===== config.mk =====
export PLATFORM = sky130hd
export DESIGN_NAME = ccu_frame_packer
export DESIGN_NICKNAME = d
export VERILOG_FILES = /design/src/rtl/ccu_frame_packer.sv
export SDC_FILE = /design/constraint.sdc
export NUM_CORES = 1
export LEC_CHECK = 0
export ABC_AREA = 1
export BUFFER_PORTS_ARGS = -buffer_cell sky130_fd_sc_hd__clkbuf_2
export CAP_MARGIN = 20
export CORE_MARGIN = 3
export CORE_UTILIZATION = 51
export CTS_CLUSTER_SIZE = 14
export DETAILED_ROUTE_END_ITERATION = 8
export PLACE_DENSITY = 0.77
export SYNTH_ARGS = -nofsm -noshare
export SYNTH_HDL_FRONTEND = slang
export SYNTH_SLANG_ARGS = --single-unit

===== constraint.sdc =====
create_clock -name clk -period 3.8 [get_ports clk]
set_input_delay 0.19 -clock clk [delete_from_list [all_inputs] [get_ports clk]]
set_output_delay 0.19 -clock clk [all_outputs]
set_load 0.01 [all_outputs]

===== src/rtl/ccu_frame_packer.sv =====
// CCU frame packer: on request, drains an FWFT event FIFO into a header, paired payload words and a trailer.
// Trailer checksum is built only when CCU_FRAME_CHECKSUM_EN is defined; otherwise trailer [31:0] is zero.
module ccu_frame_packer #(
   parameter  int IN_W      = 32,
   parameter  int MAX_WORDS = 256,
   localparam int OUT_W     = 2 * IN_W
) (
   input  logic             clk,
   input  logic             rst,
   input  logic [23:0]      run_number,
   input  logic [31:0]      orbit_number,
   input  logic [IN_W-1:0]  fifo_data,
   input  logic             fifo_empty,
   output logic             fifo_rd_en,
   input  logic             transmit_request,
   output logic [OUT_W-1:0] out_data,
   output logic             out_valid,
   input  logic             out_ready,
   output logic             busy,
   output logic             transmit_complete,
   output logic [15:0]      word_count
);

   typedef enum logic [2:0] {
      S_IDLE, S_HDR, S_LO, S_HI, S_EMIT, S_TRL, S_DONE
   } state_t;

   localparam logic [15:0] MAX_CNT = 16'(MAX_WORDS);

   state_t          state;
   logic [IN_W-1:0] lo_word;
   logic            odd_flag;
   logic            end_mark;
   logic            can_pop;
   logic            accept;
   logic [31:0]     checksum_cur;
   logic [31:0]     checksum_next;

   function automatic logic [OUT_W-1:0] header_word(input logic [23:0] run, input logic [31:0] orbit);
      logic [OUT_W-1:0] w;
      w       = '0;
      w[63:0] = {8'hA5, run, orbit};
      return w;
   endfunction

   function automatic logic [OUT_W-1:0] trailer_word(input logic odd, input logic [15:0] cnt,
                                                     input logic [31:0] cs);
      logic [OUT_W-1:0] w;
      w       = '0;
      w[63:0] = {8'h5A, 7'b0, odd, cnt, cs};
      return w;
   endfunction

   assign can_pop = !fifo_empty && (word_count < MAX_CNT);
   assign accept  = out_valid && out_ready;

   // The pop strobe must coincide with the edge that latches the FIFO head, so it is decoded, not registered.
   assign fifo_rd_en = ((state == S_LO) || (state == S_HI)) && can_pop;

`ifdef CCU_FRAME_CHECKSUM_EN
   localparam int SLICES = (OUT_W + 31) / 32;

   logic [31:0] checksum;

   function automatic logic [31:0] fold(input logic [OUT_W-1:0] w);
      logic [SLICES*32-1:0] p;
      logic [31:0]          r;
      p            = '0;
      p[OUT_W-1:0] = w;
      r            = '0;
      for (int i = 0; i < SLICES; i++) r ^= p[i*32 +: 32];
      return r;
   endfunction

   assign checksum_cur  = checksum;
   assign checksum_next = checksum ^ fold(out_data);

   always_ff @(posedge clk or posedge rst) begin
      if (rst) begin
         checksum <= '0;
      end else if ((state == S_IDLE) && transmit_request) begin
         checksum <= '0;
      end else if ((state == S_EMIT) && out_ready) begin
         checksum <= checksum_next;
      end
   end
`else
   assign checksum_cur  = '0;
   assign checksum_next = '0;
`endif

   // NOTE: all state and output registers use non-blocking assignments so every branch reads pre-edge values.
   always_ff @(posedge clk or posedge rst) begin
      if (rst) begin
         state             <= S_IDLE;
         lo_word           <= '0;
         odd_flag          <= 1'b0;
         end_mark          <= 1'b0;
         word_count        <= '0;
         out_data          <= '0;
         out_valid         <= 1'b0;
         busy              <= 1'b0;
         transmit_complete <= 1'b0;
      end else begin
         case (state)
            S_IDLE: begin
               if (transmit_request) begin
                  word_count <= '0;
                  odd_flag   <= 1'b0;
                  end_mark   <= 1'b0;
                  busy       <= 1'b1;
                  out_data   <= header_word(run_number, orbit_number);
                  out_valid  <= 1'b1;
                  state      <= S_HDR;
               end
            end
            S_HDR: begin
               if (accept) begin
                  out_valid <= 1'b0;
                  state     <= S_LO;
               end
            end
            S_LO: begin
               if (can_pop) begin
                  lo_word    <= fifo_data;
                  word_count <= word_count + 16'd1;
                  state      <= S_HI;
               end else begin
                  out_data  <= trailer_word(odd_flag, word_count, checksum_cur);
                  out_valid <= 1'b1;
                  state     <= S_TRL;
               end
            end
            S_HI: begin
               if (can_pop) begin
                  out_data   <= {fifo_data, lo_word};
                  word_count <= word_count + 16'd1;
               end else begin
                  out_data <= {{IN_W{1'b0}}, lo_word};
                  odd_flag <= 1'b1;
                  end_mark <= 1'b1;
               end
               out_valid <= 1'b1;
               state     <= S_EMIT;
            end
            S_EMIT: begin
               if (accept) begin
                  if (end_mark) begin
                     // Trailer carries the checksum including the word accepted on this edge.
                     out_data <= trailer_word(odd_flag, word_count, checksum_next);
                     state    <= S_TRL;
                  end else begin
                     out_valid <= 1'b0;
                     state     <= S_LO;
                  end
               end
            end
            S_TRL: begin
               if (accept) begin
                  out_valid         <= 1'b0;
                  busy              <= 1'b0;
                  transmit_complete <= 1'b1;
                  state             <= S_DONE;
               end
            end
            S_DONE: begin
               transmit_complete <= 1'b0;
               state             <= S_IDLE;
            end
            default: state <= S_IDLE;
         endcase
      end
   end

endmodule

==> metrics, run 1 <==
Post-CTS Setup Repair Bufs=0; Comb pwr share=0.059; VDD IR max=0.274 mV; Die ar.=0.0121 mm^2; synth warn=0; worst setup margin=0.876 ns; Reg2Reg Depth=10; Syn Area/Cell=8.15 um^2; final wirelength=18000 um; flop2flop setup slack=~0.9 ns; Max-Cap Viols=0; Post-Place Worst Slack=1.40 ns; clk sinks=between 100 and 150; total power draw=around 3.0 mW; synth top area cells=dfrtp_1 (54%), nand2_1 (20%), a22oi_1 (4.4%); Clock Skews=0.0108 ns; hold worst-path end=out_data[7]; layout overhead on the synthesized area=41.4%; Cell Rows=37; CTS tree=built; Die H=110 um; Seq cells post-synth=119; # DRC=0; max frequency=0.342 GHz; CTS Buf Count=17; vias per cell=5.36; number of failing hold endpoints at the final stage=0; CTS root buf=clkbuf_8; P_sw=between 0.6 and 0.7 mW; GRT Total Usage=0.310; Multi-input gate area=between 0.002 and 0.0025 mm^2; most frequent cells after synthesis=nand2_1 (300), dfrtp_1 (119), inv_1 (41); Gates resized, CTS repair=0; worst skew pair latency=between 0.5 and 0.6 ns; PwrDens=384 mW/mm^2; FILL cells=736; Netlist cell types=24; area of the core=0.0104 mm^2; RR Endpoint=out_data[34]; Top cell by count, worst path=nand2_1; Initial Utilization=0.528; Die W=110 um; CP startpoint=state[2]; CP max stage cell=nor2_2; clock slew at reported path FFs=~0.050 ns; Critical R2R Launch=state[2]; Crit. path cell count=10; Final Cell Area=0.00778 mm^2; gpl congestion=0.918; DR iter-0 viols=528; Ports=177; power share of the sequential group=0.425; initial antenna violation count=0; RSZ-0062 raised after global routing=false; Final Critical Period=about 3 ns; Yosys top cell area share=0.541; Largest stage delay, worst path=0.60 ns; Nets=1016; worst hold path class=primary input to flop; CTS Buffer Depth=2; Worst Path Max Fanout=24; Hold Buf Count CTS=78; vias in the first global route=5663; Tcrit/Tclk final=0.769; Post-DP HPWL=approximately 11000 um; post-synthesis net count=~770; total global routing overflow=0; Detail Route Antenna Nets=0; status=complete, no violations; Reg area=0.00298 mm^2; Worst Tran Pin Value=between 0.7 and 0.8 ns; final core area utilization=0.747; Crit path max-delay family=simple AND/OR/NAND/NOR gates; htree depth=4; Port Buffers=between 150 and 200; drt pass-1 iters=5; internal power=2.35 mW; EDFF count, synth=0; largest net degree at the start of global routing=97; WL per Instance=16.8 um; Most used DFF post-synth=dfrtp_1; Critical Path RT=4.25 ns; hold path depth=3; area of the mapped netlist=0.00550 mm^2; cells after synthesis=675; CP startpoint kind=flop; Leakage=4.33 nW; switching share of power=0.213; worst-path cell chain=nor2_4, nand2_2, inv_2, nand3_4, nand2_1, nor2_2, buf_4, nand2_1, nand3_1, dlygate4sd3_1; Seq/Total Area, Yosys=0.541; crit path DAT=3.38 ns; Vias=5742; CP Class=flop to flop; dominant cell type by area after synthesis=dfrtp_1; Final Setup Violations=0; HP Start=orbit_number[7]; Async S/R FF share, synth=1.00; worst path bufs/invs=3; Pins Over Slew Limit=0; Clock Power Share=0.516; share of layout cells above drive strength 1=0.244; placed cell area=0.00640 mm^2; first-pass GRT wire length=28400 um; TNS Setup=0 ns; Slew HR=0.488; Setup crit end kind=flop; most common cell in the synthesized netlist=nand2_1
## metal layers
metal	wire [um]	vias to the layer above	share of wire	global-route usage
met4	949	0	0.053	0.171
li1	-	2659	-	-
met5	0	-	0	0
met2	8600	336	0.48	0.500
met1	6970	2664	0.39	0.383
met3	1470	83	0.082	0.0716
## sequential cells by signal, indices dropped and copies added, names as in the netlist
| name | cells |
|---|---|
| out_data | 64 |
| lo_word | 32 |
| word_count | 16 |
| state | 3 |
| busy | 1 |
| end_mark | 1 |
| out_valid | 1 |
| transmit_complete | 1 |
## worst min-delay path, cell delays in order
cell and delay, ns:
clkbuf_2 0.09, a22oi_1 0.09, o21ai_1 0.12
## per-stage QoR
stage / std cells / hold WS [ns]
detailed placement: 960 / 0.308
global route: 1071 / 0.0299
CTS: 1070 / 0.00404
floorplan: 675 / 0.300
global placement: 960 / 0.290
finish: 1072 / 0.0184
## worst max-delay path by stage
stage	end	slack, ns
after floorplan	busy	0.45
after global placement	out_data[10]	1.48
after detailed placement	out_data[5]	1.40
after CTS	out_data[32]	0.86
after global routing	out_data[34]	0.70
final	out_data[34]	0.88
## kinds of logic (layout without fill, tap and decap cells)
group,after synthesis,in the layout,share of synthesized area
adders and majority gates,1,1,0.00227
xor gates and xnor gates,6,6,0.00955
and+or+nand+nor,365,365,0.266
AOI/OAI and AO/OA,105,105,0.110
other,0,1,0
DFF,119,119,0.541
buffers and inverters,79,339,0.0712
## cells in the final DEF (no fill, tap or decap), types with 3 or more instances in the layout
cell type and n:
nand2_1 300, clkbuf_2 176, dfrtp_1 119, dlygate4sd3_1 78
inv_1 40, o21ai_0 37, nand3_1 34, o21ai_1 33
a22oi_1 32, nor2_1 19, clkbuf_16 16, buf_4 7
xor2_1 6, inv_2 4, clkbuf_8 4, clkbuf_1 4
clkinv_2 4, nor2_2 3, a21oi_1 3
## power groups by stage
| stage | clock network [mW] | logic (mW) | registers, mW |
|---|---|---|---|
| 2_1_floorplan | 0 | 0.0400 | 1.29 |
| 3_3_place_gp | 0 | 0.109 | 1.29 |
| 3_5_place_dp | 0 | 0.111 | 1.29 |
| 4_1_cts | 1.55 | 0.173 | 1.27 |
| 5_1_grt | 1.62 | 0.194 | 1.27 |
| 6_report | 1.54 | 0.177 | 1.27 |
## cell type report
type / instances / share of cell area
Antenna cell: 1 / 0.000322
Clock buffer: 24 / 0.0605
Clock inverter: 8 / 0.0124
Inverter: 45 / 0.0220
Multi-Input combinational cell: 477 / 0.276
Sequential cell: 119 / 0.383
Tap cell: 136 / 0.0219
Timing Repair Buffer: 262 / 0.224
Power figures use the tool's default switching activity.
==> run 2, diff against run 1 <==
Settings changed: ABC_AREA 1 to 0, CORE_UTILIZATION 51 to 52.
Clock period 3.8 ns to 2.7 ns, I/O delays scaled along.
==> run 2 against run 1 <==
  * Clock power up 51%
  * Count of clock-buffer cells in the layout down 3
  * First-iteration DRC count down 38%
  * Final cell count down 24%
  * Combinational power rose to 21 times the previous value
  * Setup slack worse by 0.78 ns
  * Cell area up 1.3%
  * Largest power group is now combinational logic
==> metrics, run 2 <==
vias per cell=between 5 and 6; synth warn=0; max frequency=around 0.38 GHz; Nets=759; most common cell in the synthesized netlist=dfrtp_1; Die H=approximately 110 um; Port Buffers=about 180; post-synthesis net count=between 500 and 600; gpl congestion=0.856; crit path DAT=2.47 ns; GRT Total Usage=0.251; Die ar.=0.0127 mm^2; CTS root buf=clkbuf_16; synth top area cells=dfrtp_1 (50%), mux2_4 (13%), mux2_2 (6.9%); vias in the first global route=4768; TNS Setup=0 ns; Synth Area in Compound Gates=0.129; multiplexer share of the synthesized area=0.212; Netlist cell types=51; n_diodes=0; Tcrit/Tclk final=0.966; Yosys top cell area share=0.504; Post-Synth Adder-Cell Area=0.00212; Regs by FF count=out_data x64, lo_word x32, word_count x16; DR iter-0 viols=329; total global routing overflow=0; area of the mapped netlist=0.00591 mm^2; htree depth=4; Critical Path RT=2.57 ns; Final Critical Period=2.61 ns; share of layout cells above drive strength 1=0.500; Seq cells post-synth=approximately 120; clock slew at reported path FFs=0.06 ns; fin cells=818; largest net degree at the start of global routing=69; worst hold path class=primary input to flop; worst setup margin=around 0.093 ns; main combinational cell family by area after synthesis=multiplexers; Async S/R FF share, synth=1.00; final wirelength=between 15000 and 20000 um; first-pass GRT wire length=24900 um; RSZ-0062 raised after global routing=false; Syn Area/Cell=12.8 um^2; area of the core=about 0.011 mm^2; CTS Buf Count=17; Ports=177; XOR/XNOR share of the synthesized area=0.00148; final core area utilization=0.717; Vias=~4700; number of failing hold endpoints at the final stage=0; Setup crit end kind=output pin; Worst Path Max Fanout=21; Initial Utilization=0.538; status=complete, no violations; EDFF count, synth=0; initial antenna violation count=0; Die W=113 um; Cell Rows=38; placed instance count=754; most frequent cells in the layout=clkbuf_2 (176), dfrtp_1 (119), mux2_4 (51), a22o_1 (39), mux2_2 (36); Max-Cap Viols=0; Final Setup Violations=0; WL per Instance=19.1 um; Post-Place Worst Slack=0.287 ns; leading cell type in the layout, fill and taps excluded=clkbuf_2; clk sinks=~120; CTS Buffer Depth=2; Post-Synth Simple-Gate Area=0.108; Pins Over Slew Limit=0; drt pass-1 iters=4; most frequent cells after synthesis=dfrtp_1 (119), mux2_4 (51), a22o_1 (39); layout overhead on the synthesized area=33.4%; Leakage=3.92 nW; PwrDens=1160 mW/mm^2; Post-DP HPWL=10500 um; Clock Skews=just under 0.009 ns; Worst Tran Pin Value=1.01 ns; Seq/Total Area, Yosys=0.504; FILL cells=785; largest register by flop count=out_data; worst skew pair latency=0.42 ns; CP startpoint kind=flop; CTS tree=built; CP Class=flop to output pin; max reg flops=64; dominant cell type by area after synthesis=dfrtp_1; VDD IR max=0.652 mV; cells after synthesis=462; Most used DFF post-synth=dfrtp_1; Detail Route Antenna Nets=0; Slew HR=0.326; # DRC=0
## run 2: layout make-up
type | count | area [um^2] | share of cell area
inverters | 13 | 52.6 | 0.00667
well taps | 140 | 175 | 0.0222
repair buffers | 224 | 1350 | 0.171
flip-flops and latches | 119 | 2980 | 0.378
clock buffers | 21 | 470 | 0.0597
clock inverters | 11 | 146 | 0.0186
multi-input cells | 290 | 2710 | 0.344
## run 2: layer usage
| metal | GRT usage | part of all wire | up-vias |
|---|---|---|---|
| met5 | 0 | 0 | - |
| met4 | 0.0905 | 0.018 | 0 |
| met3 | 0.0598 | 0.063 | 20 |
| met2 | 0.415 | 0.51 | 169 |
| met1 | 0.324 | 0.41 | 2358 |
| li1 | - | - | 2161 |
## run 2: worst paths after layout
path / start / endpoint / slack (ns) / cells after the start
worst max-delay path: word_count[11] / fifo_rd_en / 0.09 / 4
worst min-delay path: fifo_data[6] / lo_word[6] / 0.02 / 2
worst max register to register: word_count[11] / out_data[36] / 0.19 / 5
worst min register to register: busy / busy / 0.49 / 2
max in group asynchronous: rst / word_count[5] / 1.75 / 4
min in group asynchronous: rst / out_data[50] / 0.37 / 4
## run 2: report_power, final
| group | internal [mW] | switching, mW | leakage (nW) |
|---|---|---|---|
| registers | 2.55 | 0.546 | 1.48 |
| clock network | 1.52 | 0.811 | 0.299 |
| logic | 2.02 | 1.67 | 2.15 |
| total | 6.10 | 3.02 | 3.92 |
## run 2: repair_timing
action                     4_1_cts  5_1_grt
buffers inserted                 0        0
setup endpoints to repair        0        1
hold buffers                    32        0
hold endpoints to repair       151        0
gates resized for setup          0        1
## run 2: worst max-delay path, cell delays in order, from the launching register on
cell and delay [ns]:
dfrtp_1 0.42, or4_4 0.70, or4_4 0.60, inv_1 0.16, clkbuf_2 0.16
## run 2: cell families (layout without fill, tap and decap cells)
family / after synthesis / in the layout
compound gates: 98 / 98
simple gates: 95 / 95
buf+inv: 53 / 269
fa+ha+maj: 1 / 1
flops: 119 / 119
mux: 95 / 95
xor+xnor: 1 / 1
## run 2: per-stage QoR
stage,hold WS (ns),area [um^2],total power [mW]
after floorplan,0.268,5910,5.69
after detailed placement,0.274,6940,6.76
final,0.0174,7880,9.12
after global placement,0.265,6940,6.62
after global routing,0.0201,7880,9.61
after CTS,0.00396,7880,9.18
==> run 3, diff against run 2 <==
Settings changed: ABC_AREA 0 to 1, CORE_UTILIZATION 52 to 51.
==> run 3 against run 2 <==
  * Cell area rose by 0.73%
  * First-iteration DRC count is 44% higher
  * Clock power down 11%
  * Sequential share of layout area shrank 0.27 points
  * Total power fell by 55%
  * Register-to-register slack got worse by 0.06 ns
  * Clock skew is essentially flat
  * Maximum frequency grew 1.3%
  * Sequential power down 43%
  * Sequential cell count stayed put
  * Critical path depth rose by 2
  * Core utilization increased by 4.5 points
  * Critical endpoint unchanged
  * Highest routed layer unchanged
==> metrics, run 3 (synthesis gave the netlist of run 1 again) <==
RSZ-0062 raised after global routing=false; Critical Path RT=about 2.6 ns; hold path depth=5; share of layout cells above drive strength 1=0.253; CP Class=flop to output pin; Die H=110 um; drt pass-1 iters=5; Slew HR=0.609; Max-Cap Viols=0; Post-DP HPWL=10800 um; HP Start=run_number[6]; area of the core=between 0.01 and 0.015 mm^2; Critical R2R Launch=word_count[8]; Die ar.=0.0121 mm^2; FILL cells=726; total global routing overflow=0; CTS tree=built; Leakage=4.38 nW; Die W=between 100 and 150 um; clk sinks=119; Cell Rows=37; largest net degree at the start of global routing=75; Vias=5814; Clock Skews=0.00839 ns; Worst Path Max Fanout=11; Final Setup Violations=0; TNS Setup=0 ns; PwrDens=519 mW/mm^2; Multi-input gate area=0.00217 mm^2; initial antenna violation count=0; flop2flop setup slack=0.13 ns; WL per Instance=16.7 um; worst hold path class=primary input to flop; first-pass GRT wire length=28400 um; Worst Tran Pin Value=0.586 ns; largest register by flop count=out_data; gpl congestion=~0.9; worst skew pair latency=0.52 ns; Detail Route Antenna Nets=0; VDD IR max=0.339 mV; vias per cell=5.34; final core area utilization=0.762; Initial Utilization=0.528; CP startpoint kind=flop; CTS root buf=clkbuf_8; Tcrit/Tclk final=0.953; clock slew at reported path FFs=about 0.06 ns; vias in the first global route=5776; status=complete, no violations; number of failing hold endpoints at the final stage=0; leading cell type in the layout, fill and taps excluded=nand2_1; fin cells=1089; Setup crit end kind=output pin; GRT Total Usage=0.307; final wirelength=18200 um; crit path DAT=2.44 ns; Final Critical Period=between 2 and 3 ns; Reg2Reg Depth=7; Post-CTS Setup Repair Bufs=0; htree depth=4; max frequency=approximately 0.4 GHz; most frequent cells in the layout=nand2_1 (300), clkbuf_2 (176), dfrtp_1 (119), dlygate4sd3_1 (88), inv_1 (40); placed instance count=966; Reg area=a little under 0.003 mm^2; # DRC=0; layout overhead on the synthesized area=44.2%; CTS Buf Count=17; CTS Buffer Depth=2; Pins Over Slew Limit=0; Ports=177; Nets=1033; DR iter-0 viols=475; hold worst-path end=out_data[38]; RR Endpoint=out_data[42]; max reg flops=64; Regs by FF count=out_data x64, lo_word x32, word_count x16; Port Buffers=176
run 3: metal layers:
layer  routed length [um]  vias up  share of wire  global-route usage
met4                  871        0          0.048               0.187
met3                 1200       79          0.066              0.0634
met1                 7280     2727           0.40               0.378
met5                    0        -              0                   0
met2                 8850      308           0.49               0.494
li1                     -     2700              -                   -
run 3: where the power goes:
part / leakage (nW) / internal [mW] / switching [mW]
Sequential: 1.54 / 1.78 / 0
Clock: 0.261 / 1.25 / 0.821
Combinational: 2.58 / 0.149 / 0.115
run 3: final cells by class:
class | count | area share
sequential | 119 | 0.375
multi-input combinational | 479 | 0.274
timing repair buffer | 277 | 0.237
clock buffer | 22 | 0.0609
inverter | 45 | 0.0219
tap | 136 | 0.0214
clock inverter | 10 | 0.00883
antenna | 1 | 0.000315
run 3: worst max-delay path: stages (launching register included):
cell and delay, ns:
dfrtp_1 0.44, nor3_2 0.49, nand2_1 0.19, nor2_2 0.42
nor2_2 0.14, inv_1 0.11, clkbuf_2 0.13
run 3: per-stage QoR:
stage	cell area, um^2	power [mW]	hold WS, ns	setup slack [ns]
3_5_place_dp	6470	1.97	0.272	0.566
4_1_cts	7910	4.13	0.0148	0.0703
2_1_floorplan	5510	1.87	0.245	1.11
3_3_place_gp	6470	1.97	0.271	0.641
5_1_grt	7930	4.23	0.0673	0.00716
6_report	7940	4.12	0.0614	0.126
run 3: worst max path at each step:
| stage | from | end | slack [ns] | depth (start not counted) |
|---|---|---|---|---|
| 2_1_floorplan | rst | busy | 1.11 | 1 |
| 3_3_place_gp | word_count[10] | lo_word[6] | 0.64 | 7 |
| 3_5_place_dp | word_count[15] | lo_word[5] | 0.57 | 7 |
| 4_1_cts | word_count[15] | fifo_rd_en | 0.07 | 8 |
| 5_1_grt | word_count[8] | fifo_rd_en | 0.007 | 6 |
| 6_report | word_count[8] | fifo_rd_en | 0.13 | 6 |
run 3: timing repair:
| item | CTS | global route |
|---|---|---|
| endpoints found under the setup margin | 0 | 3 |
| resized for setup | 0 | 3 |
| hold endpoints to repair | 217 | 0 |
| hold buffers | 88 | 0 |
